File: config.mk
export PLATFORM = sky130hd
export DESIGN_NAME = keypad_scan
export DESIGN_NICKNAME = d
export VERILOG_FILES = /design/src/rtl/keypad_pkg.sv /design/src/rtl/sync2.sv /design/src/rtl/keypad_scan.sv
export SDC_FILE = /design/constraint.sdc
export NUM_CORES = 1
export LEC_CHECK = 0
export CELL_PAD_IN_SITES_DETAIL_PLACEMENT = 0
export CELL_PAD_IN_SITES_GLOBAL_PLACEMENT = 1
export CORE_AREA = 2 2 105 76
export CTS_CLUSTER_DIAMETER = 200
export CTS_CLUSTER_SIZE = 24
export DETAILED_ROUTE_END_ITERATION = 10
export DIE_AREA = 0 0 107 78
export GPL_ROUTABILITY_DRIVEN = 1
export GPL_TIMING_DRIVEN = 0
export PLACE_DENSITY_LB_ADDON = 0.1
export SYNTH_ARGS = -nofsm -noshare
export SYNTH_HDL_FRONTEND = slang
export SYNTH_SLANG_ARGS = --single-unit
File: constraint.sdc
create_clock -name clk -period 2.7 [get_ports clk]
set_clock_uncertainty 0.05 [all_clocks]
set_input_delay 0.27 -clock clk [delete_from_list [all_inputs] [get_ports clk]]
set_output_delay 0.27 -clock clk [all_outputs]
set_load 0.05 [all_outputs]
File: src/rtl/keypad_pkg.sv
// Shared encodings for the 4x4 keypad scanner.
// Latency: none; types, constants and helper functions only.
// Backpressure: not applicable.
package keypad_pkg;

    localparam int N_ROW = 4;
    localparam int N_COL = 4;
    localparam int KEY_W = 4;
    localparam int IDX_W = 2;

    localparam logic [N_COL-1:0] COL_RST = 4'b1110;

    typedef enum logic [1:0] {
        SCAN     = 2'd0,
        PRESS_DB = 2'd1,
        HELD     = 2'd2,
        REL_DB   = 2'd3
    } state_t;

    // Lowest-index active-low row; caller guarantees at least one row is low.
    function automatic logic [IDX_W-1:0] low_row(input logic [N_ROW-1:0] rows_n);
        logic [IDX_W-1:0] idx;
        idx = '0;
        for (int r = N_ROW - 1; r >= 0; r--) begin
            if (!rows_n[r]) begin
                idx = IDX_W'(r);
            end
        end
        return idx;
    endfunction

    function automatic logic [N_COL-1:0] col_drive(input logic [IDX_W-1:0] idx);
        return ~(N_COL'(1) << idx);
    endfunction

endpackage

File: src/rtl/sync2.sv
// Generic two-flop synchronizer; resets to all-ones so idle pulled-up inputs read inactive.
// Latency: 2 clocks.
// Backpressure: none.
module sync2 #(
    parameter int W = 1
) (
    input  logic         clk,
    input  logic         rst_n,
    input  logic [W-1:0] d,
    output logic [W-1:0] q
);

    logic [W-1:0] meta_q;
    logic [W-1:0] sync_q;

    always_ff @(posedge clk or negedge rst_n) begin
        if (!rst_n) begin
            meta_q <= '1;
            sync_q <= '1;
        end else begin
            meta_q <= d;
            sync_q <= meta_q;
        end
    end

    assign q = sync_q;

endmodule

File: src/rtl/keypad_scan.sv
// 4x4 keypad column scanner with press/release debounce; KEYPAD_REPEAT_EN adds auto-repeat.
// Latency: 2-clock row sync, then DEBOUNCE_CYC stable clocks before the valid strobe.
// Backpressure: none; valid is a one-cycle strobe the consumer must take when it fires.
module keypad_scan
    import keypad_pkg::*;
#(
    parameter int SCAN_DIV     = 1000,
    parameter int DEBOUNCE_CYC = 20000
`ifdef KEYPAD_REPEAT_EN
    ,
    parameter int REPEAT_DLY   = 500000,
    parameter int REPEAT_PER   = 100000
`endif
) (
    input  logic             clk,
    input  logic             rst_n,
    input  logic [N_ROW-1:0] row_n,
    output logic [N_COL-1:0] col_n,
    output logic [KEY_W-1:0] key,
    output logic             valid,
    output logic             held
);

    localparam int DW = $clog2(SCAN_DIV) + 1;
    localparam int BW = $clog2(DEBOUNCE_CYC) + 1;
    localparam logic [DW-1:0] DWELL_LAST = DW'(SCAN_DIV - 1);
    localparam logic [BW-1:0] DB_DONE    = BW'(DEBOUNCE_CYC);

    logic [N_ROW-1:0] row_s;

    state_t           state_q,   state_d;
    logic [IDX_W-1:0] col_idx_q, col_idx_d;
    logic [IDX_W-1:0] row_q,     row_d;
    logic [DW-1:0]    dwell_q,   dwell_d;
    logic [BW-1:0]    db_q,      db_d;
    logic [BW-1:0]    db_inc;
    logic [N_COL-1:0] col_n_q,   col_n_d;
    logic [KEY_W-1:0] key_q,     key_d;
    logic             valid_q,   valid_d;
    logic             held_q,    held_d;

`ifdef KEYPAD_REPEAT_EN
    localparam int RPT_MAX = (REPEAT_DLY > REPEAT_PER) ? REPEAT_DLY : REPEAT_PER;
    localparam int RW      = $clog2(RPT_MAX) + 1;
    localparam logic [RW-1:0] RPT_DLY_C = RW'(REPEAT_DLY);
    localparam logic [RW-1:0] RPT_PER_C = RW'(REPEAT_PER);

    logic [RW-1:0] rpt_q, rpt_d;
    logic [RW-1:0] rpt_inc;
    // High until the first (longer) repeat interval has elapsed for this press.
    logic          rpt_first_q, rpt_first_d;
`endif

    sync2 #(.W(N_ROW)) u_row_sync (
        .clk   (clk),
        .rst_n (rst_n),
        .d     (row_n),
        .q     (row_s)
    );

    always_comb begin
        state_d   = state_q;
        col_idx_d = col_idx_q;
        row_d     = row_q;
        dwell_d   = dwell_q;
        db_d      = db_q;
        key_d     = key_q;
        valid_d   = 1'b0;
        held_d    = held_q;
        db_inc    = (db_q == DB_DONE) ? db_q : db_q + BW'(1);
`ifdef KEYPAD_REPEAT_EN
        rpt_d       = rpt_q;
        rpt_first_d = rpt_first_q;
        rpt_inc     = (rpt_q == '1) ? rpt_q : rpt_q + RW'(1);
`endif

        unique case (state_q)
            SCAN: begin
                if (dwell_q == DWELL_LAST) begin
                    dwell_d = '0;
                    if (row_s != '1) begin
                        row_d   = low_row(row_s);
                        db_d    = '0;
                        state_d = PRESS_DB;
                    end else begin
                        col_idx_d = col_idx_q + IDX_W'(1);
                    end
                end else begin
                    dwell_d = dwell_q + DW'(1);
                end
            end

            PRESS_DB: begin
                if (row_s[row_q]) begin
                    dwell_d = '0;
                    state_d = SCAN;
                end else begin
                    db_d = db_inc;
                    if (db_inc == DB_DONE) begin
                        key_d   = {row_q, col_idx_q};
                        valid_d = 1'b1;
                        held_d  = 1'b1;
                        state_d = HELD;
`ifdef KEYPAD_REPEAT_EN
                        rpt_d       = '0;
                        rpt_first_d = 1'b1;
`endif
                    end
                end
            end

            HELD: begin
                if (row_s[row_q]) begin
                    db_d    = '0;
                    state_d = REL_DB;
                end else begin
`ifdef KEYPAD_REPEAT_EN
                    rpt_d = rpt_inc;
                    if (rpt_inc == (rpt_first_q ? RPT_DLY_C : RPT_PER_C)) begin
                        valid_d     = 1'b1;
                        rpt_d       = '0;
                        rpt_first_d = 1'b0;
                    end
`endif
                end
            end

            REL_DB: begin
                // The repeat counter is left untouched here so a release glitch resumes it.
                if (!row_s[row_q]) begin
                    state_d = HELD;
                end else begin
                    db_d = db_inc;
                    if (db_inc == DB_DONE) begin
                        held_d    = 1'b0;
                        col_idx_d = col_idx_q + IDX_W'(1);
                        dwell_d   = '0;
                        state_d   = SCAN;
                    end
                end
            end

            default: state_d = SCAN;
        endcase

        col_n_d = col_drive(col_idx_d);
    end

    always_ff @(posedge clk or negedge rst_n) begin
        if (!rst_n) begin
            state_q   <= SCAN;
            col_idx_q <= '0;
            row_q     <= '0;
            dwell_q   <= '0;
            db_q      <= '0;
            col_n_q   <= COL_RST;
            key_q     <= '0;
            valid_q   <= 1'b0;
            held_q    <= 1'b0;
        end else begin
            state_q   <= state_d;
            col_idx_q <= col_idx_d;
            row_q     <= row_d;
            dwell_q   <= dwell_d;
            db_q      <= db_d;
            col_n_q   <= col_n_d;
            key_q     <= key_d;
            valid_q   <= valid_d;
            held_q    <= held_d;
        end
    end

`ifdef KEYPAD_REPEAT_EN
    always_ff @(posedge clk or negedge rst_n) begin
        if (!rst_n) begin
            rpt_q       <= '0;
            rpt_first_q <= 1'b0;
        end else begin
            rpt_q       <= rpt_d;
            rpt_first_q <= rpt_first_d;
        end
    end
`endif

    assign col_n = col_n_q;
    assign key   = key_q;
    assign valid = valid_q;
    assign held  = held_q;

endmodule

==> results of run 1 <==
## cell type report
cell class	count	share of cell area
Multi-Input combinational cell	240	0.467
Sequential cell	51	0.328
Timing Repair Buffer	47	0.105
Tap cell	98	0.0311
Buffer	16	0.0298
Clock buffer	5	0.0174
Inverter	15	0.0143
Clock inverter	3	0.00729
## layer usage
layer | share of wire | up-vias
met5 | 0 | -
met3 | 0.029 | 7
li1 | - | 1309
met1 | 0.55 | 1306
met4 | 0.0086 | 0
met2 | 0.41 | 41
## flip-flops by register name, summed over array words and instances, names as in the netlist, named ones only
| name | count |
|---|---|
| col_n | 4 |
| valid | 1 |
| col_idx_q | 2 |
| held | 1 |
| u_row_sync.meta_q | 4 |
| row_q | 2 |
| key | 4 |
| dwell_q | 11 |
| u_row_sync.q | 4 |
| db_q | 16 |
| state_q | 1 |
## critical path, stage by stage (launching register included)
cell	delay, ns
dfrtp_1	0.43
buf_6	0.14
buf_4	0.15
a21bo_4	0.21
a211oi_2	0.21
o21ai_1	0.11
or4_4	0.49
nand3b_1	0.32
buf_4	0.23
a211oi_2	0.23
mux2i_1	0.22
## cells by family (layout without fill, tap and decap cells)
kind of cell,after synthesis,after routing
AO/OA/AOI/OAI,87,87
XOR/XNOR,3,3
adder cells (fa/ha/maj),8,8
buffers and inverters,34,86
flip-flops,51,51
multiplexers,18,18
AND/OR/NAND/NOR,124,124
## stage by stage
stage	cell area [µm²]	hold WS, ns	util	setup TNS [ns]
floorplan	3020	-0.0756	-	0
detailed placement	3310	0.241	0.456	-9.48
CTS	3700	0.285	0.509	-1.67
finish	3950	0.291	0.544	-1.39
global placement	3290	0.295	0.454	-20.31
global route	3950	0.287	0.544	-3.63
## worst max path at each step
| stage | start | to | cells past startpoint |
|---|---|---|---|
| floorplan | db_q[1] | col_n[0] | 10 |
| global placement | db_q[1] | dwell_q[4] | 11 |
| detailed placement | db_q[1] | dwell_q[5] | 10 |
| CTS | db_q[0] | col_n[0] | 10 |
| global route | db_q[5] | flop | 11 |
| finish | db_q[0] | flop | 10 |
## where the power goes
part           internal, mW  leakage, nW  switching [mW]
Clock                 0.193       0.0502           0.300
Combinational        0.0119        0.924          0.0217
Sequential            0.775        0.652         0.00436
## layout by cell type, fill, tap and decap left out, types with 6 or more instances in the layout
cell type         n
a21oi_1          12
a31oi_1           8
buf_4            29
buf_6            10
clkdlybuf4s50_1  14
dfrtp_1          35
dfstp_2          11
ha_1              7
inv_1            14
mux2i_1          11
nand2_1          26
nand3_1           8
nand4_1           7
nor2_1           24
nor3_1            6
o21ai_0          24
o31ai_1           9
## repair_timing
action	4_1_cts	5_1_grt
endpoints found under the setup margin	34	37
endpoints found under the hold margin	21	0
cloned	1	0
hold buffers	1	0
gates resized for setup	39	46
buffers inserted	20	9
pin swaps	11	14
==> flow_summary.ini, run 1 <==
[min_path]
worstHoldEndpoint = u_row_sync.meta_q[2]
hp-class = input port to flop
min_from = row_n[2]
hold_path_depth = 1

[grt]
grt_pass1_vias = 2463
globalRouteMet1Util = 0.335
grt_max_degree = 31
gr-usage-met3 = 0.0277
grt_use_met2 = 0.272
busiest_layer = met1
grt_pass1_wl_um = 13300
grtUsageTotal = 0.202
antenna_found_initial = 0
grt.overflow.total = 0

[logic_synthesis]
synth-main-ff-cell = dfrtp_1
netlist_instances = 325
synth_largest_area_cell = dfrtp_1
avgSynthCellArea_um2 = 9.25
synthSimpleGateAreaFrac = 0.223
synth_xor_area_frac = 0.00874
synth-seq-cells = 51
synth_common_cells = 40 x dfrtp_1, 28 x o21ai_0, 27 x nand2_1
synthAdderAreaFrac = 0.0333
synth.most_common_cell = dfrtp_1
synth_seq_area_share = 0.429
synth_mux_area_frac = 0.0624
yosysTopAreaCellShare = 0.333
async_flop_share = 1.00
synth_compound_area_frac = 0.196
synth.top_cells.by_area = dfrtp_1 33%, dfstp_2 9.6%, o21ai_0 4.7%
synth_edf_count = 0
synth_top_family_by_area = simple AND/OR/NAND/NOR gates
syn_area_um2 = 3010
syn_nets = 339
yosys_warnings = 0
synth_cell_type_count = 58

[route]
routedWlPerCell_um = 16.7
totalWireLength_um = 7910
vias = 2663
ant_nets = 0
drc_errors = 0
viasPerCell = 5.61
dr.pass1.iters = 4
drt-initial-drc-count = 72

[cells_and_area]
final_cells = 475
fillers = 659
seq_area_um2 = 1300
area_growth_pct = 31.3
diodes = 0
drive_gt1_frac = 0.316
nets = 390
multi_input_area_um2 = 1840

[sta]
max_freq_mhz = 349
slew_headroom = 0.561
finalHoldViolCount = 0
worst_pin_slew_ns = 0.653
min_period_over_period = 1.06
drv_slew = 0
setup_viol = 22
rsz0062_at_grt = yes
worst_slack_ns = -0.168
fin_crit_ns = 2.87

[floorplan]
ioPinCount = 16
die-area_um2 = 8350
die_w_um = 107
rows = 26
dieHeight_um = 78
core-area_um2 = 7250
initial_core_util = 0.414

[placed_design]
dpl.hpwl_um = 5360
dpl.cell_count = 439
dp_slack_ns = -0.463
place.gp.congestion = 0.838
io_buffers = 15

[critical_path]
end_kind = flop
cp_max_fo = 6
r2r_start = db_q[0]
setup.worst_path.class = flop to flop
r2r_cells = 10
reg2reg_slack_ns = -0.17
startpoint_type = flop
worstPathArrival_ns = 3.06
worstPathRequired_ns = 2.89

[clocking]
clk-insertion-delay-late_ns = 0.32
clock_sinks = 51
numCtsBuffers = 5
path_clk_slew_ns = 0.11
clockBufferDepth = 2
cts_tree = yes
ctsRootBufferMaster = clkbuf_8
h-tree-depth = 2

[status]
status = finished with violations
violations = setup timing

[job]
maxCapViolCount = 0

[pwr]
leakagePower_nw = 1.63
power_density_nw_per_um2 = 331
ir_drop_mv = 0.171
power_mw = 1.31
No activity file was read; power rests on OpenSTA's default activity.
==> run 2, diff against run 1 <==
Settings changed: CORE_AREA 2 2 105 76 to 2 2 96 70, DIE_AREA 0 0 107 78 to 0 0 98 72.
Clock period 2.7 ns to 3.4 ns, I/O delays scaled along.
==> flow_summary.ini, run 2 (synthesized netlist as in run 1, its figures left out) <==
[job]
maxCapViolCount = 0

[route]
drt-initial-drc-count = 171
ant_nets = 0
drc_errors = 0
viasPerCell = 5.93
dr.pass1.iters = 4
totalWireLength_um = 7030
routedWlPerCell_um = 16.5
vias = 2530

[cells_and_area]
fillers = 555
final_common_cell = dfrtp_1
fin_util = 0.557
top_register = db_q
layout_common_cells = 39 x dfrtp_1, 28 x o21ai_0, 27 x nand2_1, 26 x nor2_1
diodes = 0
largest_reg_flops = 16
nets = 362
drive_gt1_frac = 0.146
top_regs = db_q (16), dwell_q (11)
area_growth_pct = 13.0

[floorplan]
die_w_um = 98
die-area_um2 = 7060
rows = 24
ioPinCount = 16
initial_core_util = 0.493
dieHeight_um = 72
core-area_um2 = 6100

[placed_design]
dpl.hpwl_um = 5090
io_buffers = 15
place.gp.congestion = 0.872

[sta]
drv_slew = 0
rsz0062_at_grt = no
setup_viol = 0
max_freq_mhz = 311
finalHoldViolCount = 0
slew_headroom = 0.528
fin_crit_ns = 3.21
min_period_over_period = 0.945
fin_tns_setup_ns = 0
worst_pin_slew_ns = 0.708

[clocking]
cts_tree = yes
numCtsBuffers = 5
path_clk_slew_ns = 0.10
post_cts.repair.setup_buffers = 0
h-tree-depth = 2
clk-insertion-delay-late_ns = 0.31
ctsRootBufferMaster = clkbuf_8
clock_sinks = 51
clockBufferDepth = 2

[critical_path]
crit_chain = ha_1, buf_2, nand2_1, or4_1, buf_2, or3_4, a2111oi_4, nand2_1, a311oi_2, inv_2, nand2_1
cp_top_family = simple AND/OR/NAND/NOR gates
max_stage_delay_ns = 0.49
worstPathArrival_ns = 3.41
cp_max_fo = 9
end_kind = flop
crit_buf_inv = 3
setup.worst_path.class = flop to flop
worstPathRequired_ns = 3.60
slowest_stage = or4_1
startpoint_type = flop
crit_top_cell = nand2_1

[pwr]
ir_drop_mv = 0.173
power_mw = 1.09
power_density_nw_per_um2 = 320
leakagePower_nw = 1.41

[grt]
grt_pass1_wl_um = 12000
grt_max_degree = 30
antenna_found_initial = 0
grt.overflow.total = 0
grt_pass1_vias = 2300
grtUsageTotal = 0.213

[status]
status = finished clean

[min_path]
hp-class = input port to asynchronous set/reset pin
==> run 2: changes by cell type in the layout (fill, tap and decap cells not counted), sizes merged <==
cell | previous run | this run
bufinv | 0 | 1
clkinvlp | 0 | 1
buf | 42 | 13
dlygate4sd3 | 1 | 0
clkbuf | 11 | 13
clkinv | 2 | 0
==> run 2: area by class of cell <==
type,count,area [µm²],share of cell area
clock inverters,3,46.3,0.0136
multi-input cells,240,1580,0.464
well taps,78,97.6,0.0287
inverters,15,56.3,0.0166
flip-flops and latches,51,1290,0.380
clock buffers,5,68.8,0.0203
repair buffers,16,173,0.0508
plain buffers,19,86.3,0.0254
==> run 2: power by group <==
part	internal [mW]	switching, mW	total, mW
combinational	0.00961	0.0168	0.0264
clock	0.222	0.220	0.442
sequential	0.615	0.00361	0.619
total	0.847	0.240	1.09
==> run 2: routing by layer <==
layer	vias to the layer above	global-route usage	wire (µm)
li1	1249	-	-
met1	1206	0.337	3810
met2	70	0.310	2880
met3	5	0.0347	296
met4	0	0.0417	51
met5	-	0	0
==> run 2: per-stage QoR <==
stage               area, µm²  instances  worst slack, ns  hold slack, ns
finish                   3400        427            0.186          0.0184
global route             3400        427           0.0377          0.0642
CTS                      3390        427            0.135          0.0382
detailed placement       3280        419            0.169           0.298
global placement         3250        418            0.181           0.295
floorplan                3010        325            0.531        -0.00559
==> run 2: final timing paths <==
check                           slack, ns  cells after the start                 start               to
worst min-delay path                 0.02                      1                 rst_n         db_q[15]
worst max register to register       0.19                     11               db_q[1]         col_n[1]
min in group clk                     0.31                      0  u_row_sync.meta_q[3]  u_row_sync.q[3]
worst min register to register       0.31                      0  u_row_sync.meta_q[3]  u_row_sync.q[3]
max in group asynchronous            2.63                      2                 rst_n         col_n[3]
worst max-delay path                 0.19                     11               db_q[1]         col_n[1]
==> run 2: timing repair <==
action | CTS | global route
gates resized for setup | 0 | 2
hold buffers | 0 | 0
endpoints found under the setup margin | 0 | 14
